`src/rtl/baud_pkg.sv`:
```
// baud_pkg: shared defaults, counter sizing helper and divisor pair type for the baud generator
package baud_pkg;
  localparam int DIV_W_DEF  = 16;
  localparam int FRAC_W_DEF = 4;
  localparam int OSR_DEF    = 16;

  function automatic int clog2(input int v);
    int r;
    r = 0;
    while ((1 << r) < v) r++;
    return r;
  endfunction

  typedef struct packed {
    logic [DIV_W_DEF-1:0]  div_int;
    logic [FRAC_W_DEF-1:0] div_frac;
  } div_pair_t;
endpackage

```
`src/rtl/baud_frac_prescaler.sv`:
```
// baud_frac_prescaler: fractional-N prescaler producing the oversample tick
// Ports: i_Clock/i_reset (async active-low), i_enable run, i_resync phase restart,
//        i_acc_clr clears the fractional phase when a new divisor is applied,
//        i_div_int/i_div_frac active divisor, o_os_tick 1-cycle oversample tick.
module baud_frac_prescaler
  import baud_pkg::*;
#(
  parameter int DIV_W  = DIV_W_DEF,
  parameter int FRAC_W = FRAC_W_DEF
) (
  input  logic              i_Clock,
  input  logic              i_reset,
  input  logic              i_enable,
  input  logic              i_resync,
  input  logic              i_acc_clr,
  input  logic [DIV_W-1:0]  i_div_int,
  input  logic [FRAC_W-1:0] i_div_frac,
  output logic              o_os_tick
);
  localparam int PW = DIV_W + 1;
  logic [DIV_W-1:0]  pre_cnt_q, pre_cnt_d;
  logic [FRAC_W-1:0] acc_q, acc_d;
  logic              carry_q, carry_d;
  logic [PW-1:0]     last;
  logic              run;
  always_comb begin
    // reset gating keeps the combinational tick low while reset is asserted
    run       = i_reset & i_enable & ~i_resync;
    // last = P-1 with P = max(div_int,1) + carry, one bit wider so P = 2^DIV_W fits
    last      = (i_div_int == '0 ? PW'(1) : {1'b0, i_div_int}) + PW'(carry_q) - PW'(1);
    o_os_tick = run & ({1'b0, pre_cnt_q} == last);
    pre_cnt_d = (!run || o_os_tick) ? '0 : pre_cnt_q + DIV_W'(1);
    {carry_d, acc_d} = (!run || i_acc_clr) ? '0
                     : o_os_tick ? {1'b0, acc_q} + {1'b0, i_div_frac}
                     : {carry_q, acc_q};
  end
  always_ff @(posedge i_Clock or negedge i_reset)
    if (!i_reset) begin
      pre_cnt_q <= '0;
      acc_q     <= '0;
      carry_q   <= 1'b0;
    end else begin
      pre_cnt_q <= pre_cnt_d;
      acc_q     <= acc_d;
      carry_q   <= carry_d;
    end
endmodule

```
`src/rtl/baud_gen_frac.sv`:
```
// baud_gen_frac: fractional UART baud generator with oversample, bit and mid-bit ticks
// Ports: i_Clock/i_reset (async active-low), i_enable run enable,
//        i_div_int/i_div_frac/i_div_load divisor shadow load, i_resync RX phase restart,
//        o_os_tick/o_bit_tick/o_mid_tick 1-cycle ticks, o_load_pending shadow not yet applied.
module baud_gen_frac
  import baud_pkg::*;
#(
  parameter int DIV_W  = DIV_W_DEF,
  parameter int FRAC_W = FRAC_W_DEF,
  parameter int OSR    = OSR_DEF
) (
  input  logic              i_Clock,
  input  logic              i_reset,
  input  logic              i_enable,
  input  logic [DIV_W-1:0]  i_div_int,
  input  logic [FRAC_W-1:0] i_div_frac,
  input  logic              i_div_load,
  input  logic              i_resync,
  output logic              o_os_tick,
  output logic              o_bit_tick,
  output logic              o_mid_tick,
  output logic              o_load_pending
);
  localparam int OS_W = clog2(OSR);
  logic [DIV_W-1:0]  sh_int_q, sh_int_d, act_int_q, act_int_d;
  logic [FRAC_W-1:0] sh_frac_q, sh_frac_d, act_frac_q, act_frac_d;
  logic [OS_W-1:0]   os_cnt_q, os_cnt_d;
  logic              pend_q, pend_d, rs_q, apply, os_tick, bit_tick;
  baud_frac_prescaler #(.DIV_W(DIV_W), .FRAC_W(FRAC_W)) u_pre (
    .i_Clock    (i_Clock),
    .i_reset    (i_reset),
    .i_enable   (i_enable),
    .i_resync   (i_resync),
    .i_acc_clr  (apply),
    .i_div_int  (act_int_q),
    .i_div_frac (act_frac_q),
    .o_os_tick  (os_tick)
  );
  always_comb begin
    bit_tick   = os_tick & (os_cnt_q == OS_W'(OSR - 1));
    sh_int_d   = i_div_load ? i_div_int : sh_int_q;
    sh_frac_d  = i_div_load ? i_div_frac : sh_frac_q;
    // a divisor switches only at a bit boundary, or at once when the phase is being restarted anyway
    apply      = (pend_q | i_div_load) & (bit_tick | i_resync | ~i_enable | rs_q);
    act_int_d  = apply ? sh_int_d : act_int_q;
    act_frac_d = apply ? sh_frac_d : act_frac_q;
    pend_d     = (pend_q | i_div_load) & ~apply;
    os_cnt_d   = (i_resync | ~i_enable) ? '0
               : !os_tick ? os_cnt_q
               : (os_cnt_q == OS_W'(OSR - 1)) ? '0 : os_cnt_q + OS_W'(1);
  end
  always_ff @(posedge i_Clock or negedge i_reset)
    if (!i_reset) begin
      sh_int_q   <= '0;
      sh_frac_q  <= '0;
      act_int_q  <= '0;
      act_frac_q <= '0;
      os_cnt_q   <= '0;
      pend_q     <= 1'b0;
      rs_q       <= 1'b0;
    end else begin
      sh_int_q   <= sh_int_d;
      sh_frac_q  <= sh_frac_d;
      act_int_q  <= act_int_d;
      act_frac_q <= act_frac_d;
      os_cnt_q   <= os_cnt_d;
      pend_q     <= pend_d;
      rs_q       <= i_resync;
    end
  assign o_os_tick      = os_tick;
  assign o_bit_tick     = bit_tick;
  assign o_mid_tick     = os_tick & (os_cnt_q == OS_W'(OSR / 2 - 1));
  assign o_load_pending = pend_q;
endmodule

```
`config.mk`:
```
export PLATFORM = sky130hd
export DESIGN_NAME = baud_gen_frac
export DESIGN_NICKNAME = d
export VERILOG_FILES = /design/src/rtl/baud_pkg.sv /design/src/rtl/baud_frac_prescaler.sv /design/src/rtl/baud_gen_frac.sv
export SDC_FILE = /design/constraint.sdc
export NUM_CORES = 1
export LEC_CHECK = 0
export CAP_MARGIN = 20
export CORE_ASPECT_RATIO = 1.4
export CORE_MARGIN = 2
export CORE_UTILIZATION = 58
export DETAILED_ROUTE_END_ITERATION = 10
export DONT_BUFFER_PORTS = 1
export MAX_ROUTING_LAYER = met4
export PLACE_DENSITY = 0.76
export SKIP_CTS_REPAIR_TIMING = 1
export SYNTH_ARGS = -nofsm -noshare
export SYNTH_HDL_FRONTEND = slang
export SYNTH_SLANG_ARGS = --single-unit
export TNS_END_PERCENT = 1
```
`constraint.sdc`:
```
create_clock -name i_Clock -period 6.1 [get_ports i_Clock]
set_input_delay 1.22 -clock i_Clock [delete_from_list [all_inputs] [get_ports i_Clock]]
set_output_delay 1.22 -clock i_Clock [all_outputs]
set_load 0.02 [all_outputs]
```
; ---- Word level (Yosys, flattened, before mapping)
; Cells that the tools add are included.
[classes]
div_mod_pow = 0
add_sub_neg = 5
n_shift = 0
bitwise_logic = 15
n_mul = 0
magnitude_cmp = 0
n_reduce_logical = 6
eq_ne = 3
mux = 9
[ops]
columns = operator, count
row1 = $mux W16, 3
row2 = $add A17 B1 Y17, 1
row3 = $eq A16 B17 Y1, 1
row4 = $sub A17 B1 Y17 const B, 1
row5 = $add A16 B1 Y16 const B, 1
row6 = $logic_not A16 Y1, 1
row7 = $mux W4, 4
row8 = $mux W5, 2
row9 = $and A1 B1 Y1, 7
row10 = $add A4 B4 Y5, 1
row11 = $or A1 B1 Y1, 5
row12 = $add A4 B1 Y4 const B, 1
row13 = $eq A4 B3 Y1 const B, 1
row14 = $eq A4 B4 Y1 const B, 1
row15 = $reduce_bool A2 Y1, 2
row16 = $not A1 Y1, 3
row17 = $logic_or A1 B1 Y1, 2
row18 = $logic_not A1 Y1, 1
[word_totals]
mem_bits_ro = 0
wordCells = 48
out_inout_bits = 4
latchBits = 0
input_bits = 25
mem_bits_rw = 0
mem_count = 0
register_bits = 67

; ---- Logic depth before layout (Yosys ltp)
; Gate-level depths: netlist of run 1.
[logic_depth]
depth_word = 13
ltp_mapped = 15
depth_no_buf = 13

; ---- Modules after synthesis
; From an unflattened synthesis of run 1, not the netlist that was laid out.
[hier_totals]
cells_unflattened = 310
hier_area_um2 = 3624.7
[modules_own_cells]
columns = mod, area_per_inst_um2, cells_each, instances
row1 = baud_gen_frac, 1841.8, 108, 1
row2 = baud_frac_prescaler, 1783.0, 202, 1

; ---- Worst setup path before layout of run 1
; OpenSTA, ideal clock, no wires.
[synth_path]
path_type = reg-to-output
start = register act_int_q[4]
end = output port o_mid_tick
required_ps = 4880
path_stages_with_launch = 15
path_buffers = 2
setup_slack_ps = 1084
arrival_ps = 3796
path_cell_list = dfrtp_1 -> or4_4 -> nor4_1 -> a31oi_1 -> ha_1 -> ha_1 -> or3b_2 -> buf_2 -> o21ai_0 -> a211o_1 -> a211oi_1 -> nand3_2 -> and4bb_2 -> clkbuf_1 -> and4b_1
[synth_via]
elab_chain_cells = 7
[synth_rtl]
columns = item, line_no
row1 = "start, declared", baud_gen_frac.sv:25  ; logic [DIV_W-1:0] sh_int_q, sh_int_d, act_int_q, act_int_d;
row2 = "start signal, assigned", baud_gen_frac.sv:64  ; act_int_q <= act_int_d;
row3 = $logic_not A16 Y1, baud_frac_prescaler.sv:30  ; last = (i_div_int == '0 ? PW'(1) : {1'b0, i_div_int}) + PW'(carry_q) - PW'(1);
row4 = $mux W16 *, baud_frac_prescaler.sv:30
row5 = $add A17 B1 Y17 *, baud_frac_prescaler.sv:30
row6 = $sub A17 B1 Y17 *, baud_frac_prescaler.sv:30
row7 = $eq A16 B17 Y1 *, baud_frac_prescaler.sv:31  ; o_os_tick = run & ({1'b0, pre_cnt_q} == last);
row8 = $and A1 B1 Y1 *, baud_frac_prescaler.sv:31
row9 = net o_os_tick, baud_gen_frac.sv:19  ; output logic o_os_tick,
row10 = $and A1 B1 Y1 *, baud_gen_frac.sv:72  ; assign o_mid_tick = os_tick & (os_cnt_q == OS_W'(OSR / 2 - 1));
row11 = "end, declared", baud_gen_frac.sv:21  ; output logic o_mid_tick,
; The timed path passes the listed nets; every way through them passes the cells marked *.

; ---- Worst setup path in the final report of run 1
; Ends and elaborated chain as after synthesis.

==> impl_metrics.yaml, run 1 <==
grt:
  grt_pass1_wl_um: 12200
  grt_overflow: 0
  grtUsageTotal: 0.234
  grt_pass1_vias: 2501
  grt_max_degree: 71
  grt_antenna_before_repair: 0
synth:
  synth_seq_cells: 67
  synth_most_common_cell: "dfrtp_1"
  synth_xor_area_frac: 0.0842
  synth_top_area_frac: 0.461
  async_reset_ff_frac: 1.00
  ys.flop_type: "dfrtp_1"
  synth_compound_area_frac: 0.0674
  synth_top_cell_by_area: "dfrtp_1"
  synth_common_cells: "dfrtp_1 (67), nor2_1 (28), nand2_1 (21)"
  synth.area.top_cells: "dfrtp_1 (46%), mux2_4 (8.3%), mux2_2 (6.2%)"
  synth_edf_count: 0
  netlist_instances: 322
  yosys.area_share.simple: 0.186
  avgSynthCellArea_um2: 11.3
  syn-num-nets: 356
  synth_top_family_by_area: "simple AND/OR/NAND/NOR gates"
  ys_warn_count: 0
  synth_area_um2: 3640
  yosysSeqAreaShare: 0.461
  synth_cell_type_count: 54
  synth_adder_area_share: 0.0330
  synth.area.mux_share: 0.147
placed_design:
  dpl.hpwl_um: 5020
  dp_cells: 383
  place_ws_ns: 1.03
  gp_congestion: 0.948
  port_buffers: 0
drt:
  drt_wl_total_um: 7110
  drt-pass1-iter-count: 4
  vias_per_cell: 6.09
  drc: 0
  drt_iter0_drc: 193
  routedWlPerCell_um: 17.8
  ant_nets: 0
  vias: 2430
sta:
  fin_setup_tns_ns: 0
  fin_crit_sh: 0.903
  whs_ns: 0.439
  finalCriticalPeriod_ns: 5.51
  slew_headroom: 0.299
  setup_ws_ns: 0.593
  finalSetupViolCount: 0
  slew_viol_final: 0
  grt_setup_unrepaired: "no"
  fin_skew_ns: 0.00875
  tightest_slew_ns: 1.05
  fmax_mhz: 182
  finalHoldViolCount: 0
clock_network:
  clk-insertion-delay-late_ns: 0.34
  h-tree-depth: 3
  clk_root_buffer_cell: "clkbuf_8"
  clockBufferDepth: 2
  clkSlewWorstSetupHoldPaths_ns: 0.07
  cts_buffers: 9
  cts.sinks: 67
  cts_tree: "yes"
power_and_ir_drop:
  pwr-share-clk: 0.364
  pwr-share-comb: 0.157
  p_per_area_nw_per_um2: 280
  seq_power_share: 0.479
  p_sw_uw: 283
  sw_frac_of_total: 0.260
  internal_power_uw: 804
  ir_drop_v: 0.000179
  leakage_uw: 0.00167
setup_path:
  criticalPathCategory: "reg -> out"
  start_kind: "flip-flop"
  crit_arrival_ns: 4.29
  crit_fanout: 9
  max_stage_delay_ns: 0.57
  path_cells: "or4_4 > nor4_1 > a31oi_1 > ha_1 > ha_1 > nor3b_2 > a31o_2 > a221o_1 > nor3_2 > nand3_2 > and4bb_2 > and4b_1"
  cp-end-kind: "output port"
  critPathRequiredTime_ns: 4.88
  crit_path_frequent_cell: "ha_1"
  critical_path.slowest_cell: "or4_4"
outcome:
  run_status: "complete, no violations"
layout:
  utilization: 0.634
  stdcell_count: 399
  drive_above_1_share: 0.202
  nNetsFinal: 357
  nFillCells: 506
  n_antenna_cell: 0
  area_delta_synth_final_pct: 6.74
die:
  die-area_um2: 6930
  die_y_um: 97.7
  start_util: 0.594
  core_um2: 6130
  die_width_um: 71.0
  num_rows: 34
  io_pins: 29
min_path:
  hold_path.class: "reg -> reg"
flow_run:
  maxCapViolCount: 0
-- final cells by class --
| cell class | count | area, um^2 | area share |
|---|---|---|---|
| tap | 72 | 90.1 | 0.0232 |
| timing repair buffer | 1 | 5.00 | 0.00129 |
| clock inverter | 4 | 76.3 | 0.0196 |
| sequential | 67 | 1680 | 0.432 |
| inverter | 3 | 11.3 | 0.00290 |
| clock buffer | 11 | 131 | 0.0338 |
| multi-input combinational | 241 | 1890 | 0.488 |
-- power groups by stage --
stage | combinational (uW) | sequential (uW) | clock, uW
5_1_grt | 186 | 527 | 423
4_1_cts | 170 | 521 | 406
2_1_floorplan | 150 | 516 | 0
3_3_place_gp | 165 | 527 | 0
6_report | 171 | 521 | 396
3_5_place_dp | 168 | 529 | 0
-- cells in the final DEF, fill, tap and decap left out, types with 2 or more instances in the layout --
cell type and instances:
nand2_1 21, dfrtp_1 67, nor2_1 28, nor3b_1 3, bufinv_16 2, nor3_1 3, mux2_4 20, nor4_1 6
nand3b_1 3, o21ai_0 7, and2_1 2, clkbuf_8 9, nand2b_1 3, o211ai_1 2, a21oi_1 13, clkbuf_1 2
ha_1 8, or4_1 3, nand4_1 4, inv_1 3, xor2_1 17, a31oi_1 2, a21o_1 3, nand3_1 16
a211oi_1 2, xnor2_1 18, nor2b_1 5, and3_1 6, a211o_1 2, mux2_2 20
-- metal layers --
metal / up-vias / track usage / wire length (um)
li1: 1148 / - / -
met1: 1202 / 0.280 / 2920
met2: 65 / 0.372 / 3700
met3: 15 / 0.0568 / 308
met4: 0 / 0.107 / 189
met5: - / - / 0
-- registers in the layout (all words and copies together) (netlist names) --
register	cells
sh_frac_q	4
u_pre.pre_cnt_q	16
os_cnt_q	4
u_pre.carry_q	1
rs_q	1
act_frac_q	4
o_load_pending	1
u_pre.acc_q	4
sh_int_q	16
act_int_q	16
-- critical path: cells and delay by family, from the launching register on --
kind / cells / cell delay [ns]
flip-flops: 1 / 0.46
adder cells (fa/ha/maj): 2 / 0.51
AO/OA/AOI/OAI: 3 / 0.75
AND/OR/NAND/NOR: 7 / 2.21
-- logic make-up (layout without fill, tap and decap cells) --
group | Yosys count | after routing
AND/OR/NAND/NOR | 118 | 118
flip-flops | 67 | 67
multiplexers | 41 | 41
AO/OA/AOI/OAI | 38 | 38
XOR/XNOR | 35 | 35
buffers and inverters | 14 | 19
adder cells (fa/ha/maj) | 9 | 9
-- final timing paths --
check / start / to / slack, ns / cells after the start
setup / recovery: act_int_q[4] / o_mid_tick / 0.59 / 12
hold / removal: rs_q / o_load_pending / 0.44 / 1
setup reg to reg: act_int_q[4] / act_int_q[9] / 1.39 / 13
hold reg to reg: rs_q / o_load_pending / 0.44 / 1
max in group asynchronous: i_reset / os_cnt_q[3] / 5.43 / 0
min in group asynchronous: i_reset / sh_int_q[9] / 0.57 / 0
-- metrics by stage --
stage | total power, uW | area [um^2]
final | 1090 | 3880
after global routing | 1140 | 3880
after CTS | 1100 | 3880
after detailed placement | 697 | 3670
after global placement | 691 | 3670
after floorplan | 667 | 3640
Power figures use the tool's default switching activity.
==> inputs of run 2 (changes only) <==
CORE_MARGIN = not set   (was 2)
==> run 2 against run 1 <==
Core utilization up 2.1 points. Final cell count shrank 0.50%. Setup slack got worse by 0.077 ns. Global-route usage grew 2.9 points. Combinational power barely moved. Critical path depth decreased by 1. Sequential power barely moved. First-iteration DRC count shrank 6.2%. Clock skew fell by 0.0011 ns. Sequential cell count unchanged. Non-clock buffer count decreased by 1. Power rose by 1.8%. Critical path type unchanged. Largest cell class unchanged. Highest routed layer unchanged.
==> impl_metrics.yaml, run 2 (same netlist as run 1, synthesis figures left out) <==
clock_network:
  cts_buffers: 9
  cts.sinks: 67
  cts_tree: "yes"
  clk_root_buffer_cell: "clkbuf_8"
  clockBufferDepth: 2
  h-tree-depth: 3
  clkSlewWorstSetupHoldPaths_ns: 0.08
  clk-insertion-delay-late_ns: 0.35
layout:
  final_area_um2: 3890
  final_common_cell: "dfrtp_1"
  nNetsFinal: 356
  n_antenna_cell: 0
  drive_above_1_share: 0.208
  utilization: 0.655
  mostFrequentLayoutCells: "dfrtp_1 (67), nor2_1 (28), nand2_1 (21), mux2_2 (20), mux2_4 (20)"
  area_delta_synth_final_pct: 7.01
  reg_top3: "act_int_q x16, sh_int_q x16, u_pre.pre_cnt_q x16"
placed_design:
  gp_congestion: 0.924
  placed_cell_area_um2: 3670
  port_buffers: 0
  dpl.hpwl_um: 4970
sta:
  whs_ns: 0.443
  finalSetupViolCount: 0
  fin_skew_ns: 0.00768
  grt_setup_unrepaired: "no"
  slew_viol_final: 0
  finalHoldViolCount: 0
  finalCriticalPeriod_ns: 5.58
  slew_headroom: 0.318
  fmax_mhz: 179
  tightest_slew_ns: 1.02
  fin_setup_tns_ns: 0
  fin_crit_sh: 0.915
setup_path:
  crit_fanout: 9
  start_kind: "flip-flop"
  critPathRequiredTime_ns: 4.88
  cp-end-kind: "output port"
  reg2reg_depth: 12
  crit_arrival_ns: 4.36
  reg2reg_to: "act_int_q[2]"
  criticalPathCategory: "reg -> out"
  r2r-start: "act_int_q[9]"
  ff2ff_setup_slack_ns: 1.38
drt:
  drt_iter0_drc: 181
  ant_nets: 0
  routedWlPerCell_um: 18.1
  drt-pass1-iter-count: 6
  drt_wl_total_um: 7180
  vias: 2392
  vias_per_cell: 6.03
  drc: 0
power_and_ir_drop:
  power_uw: 1110
  sw_frac_of_total: 0.270
  p_sw_uw: 299
  pwr-share-comb: 0.153
  ir_drop_v: 0.000163
  seq_power_share: 0.471
  p_per_area_nw_per_um2: 284
  internal_power_uw: 807
  leakage_uw: 0.00167
  pwr-share-clk: 0.376
grt:
  grt_overflow: 0
  grtUsageTotal: 0.263
  grt_max_degree: 71
  grt_pass1_wl_um: 12200
  grt_antenna_before_repair: 0
  grt_pass1_vias: 2530
die:
  die-area_um2: 6600
  core_um2: 5950
  num_rows: 33
  start_util: 0.612
  io_pins: 29
  die_y_um: 95.7
  die_width_um: 69.0
min_path:
  hp-start: "rs_q"
  whs_path_depth: 1
  hold_path.class: "reg -> reg"
  worstHoldEndpoint: "o_load_pending"
flow_run:
  maxCapViolCount: 0
outcome:
  run_status: "complete, no violations"
## run 2: worst max-delay path by stage
stage	to	startpoint	cells past startpoint
floorplan	o_mid_tick	act_int_q[4]	14
global placement	o_mid_tick	act_int_q[9]	11
detailed placement	o_mid_tick	act_int_q[9]	11
CTS	o_mid_tick	act_int_q[9]	11
global route	o_mid_tick	act_int_q[9]	11
finish	o_mid_tick	act_int_q[9]	11
## run 2: power by group through the flow
stage,clock [uW],combinational [uW],sequential (uW)
final,416,170,521
after detailed placement,0,168,530
after floorplan,0,150,516
after CTS,424,170,521
after global routing,440,186,527
after global placement,0,167,527
## run 2: area by class of cell
cell class | instances | area [um^2]
Fill cell | 475 | 2050
Multi-Input combinational cell | 241 | 1890
Sequential cell | 67 | 1680
Clock buffer | 9 | 124
Clock inverter | 7 | 101
Tap cell | 70 | 87.6
Inverter | 3 | 11.3
## run 2: critical path, stage by stage (launching register included)
cell and delay [ns]:
dfrtp_1 0.45, nor4_1 0.77, a31oi_1 0.19, ha_1 0.29, ha_1 0.25, nor3b_2 0.22
a31o_2 0.27, a221o_1 0.35, nor3_2 0.23, nand3_2 0.14, and4bb_2 0.50, and4b_1 0.36
## run 2: routing by layer
metal,global-route usage,vias up,share of wire,routed length (um)
met2,0.397,54,0.49,3510
li1,-,1146,-,-
met1,0.325,1174,0.44,3190
met3,0.0533,18,0.035,249
met5,-,-,0,0
met4,0.146,0,0.033,236
## run 2: metrics by stage
stage | setup slack (ns) | std cells
2_1_floorplan | 1.08 | 322
3_3_place_gp | 1.07 | 381
3_5_place_dp | 0.971 | 381
4_1_cts | 0.578 | 397
5_1_grt | 0.338 | 397
6_report | 0.516 | 397
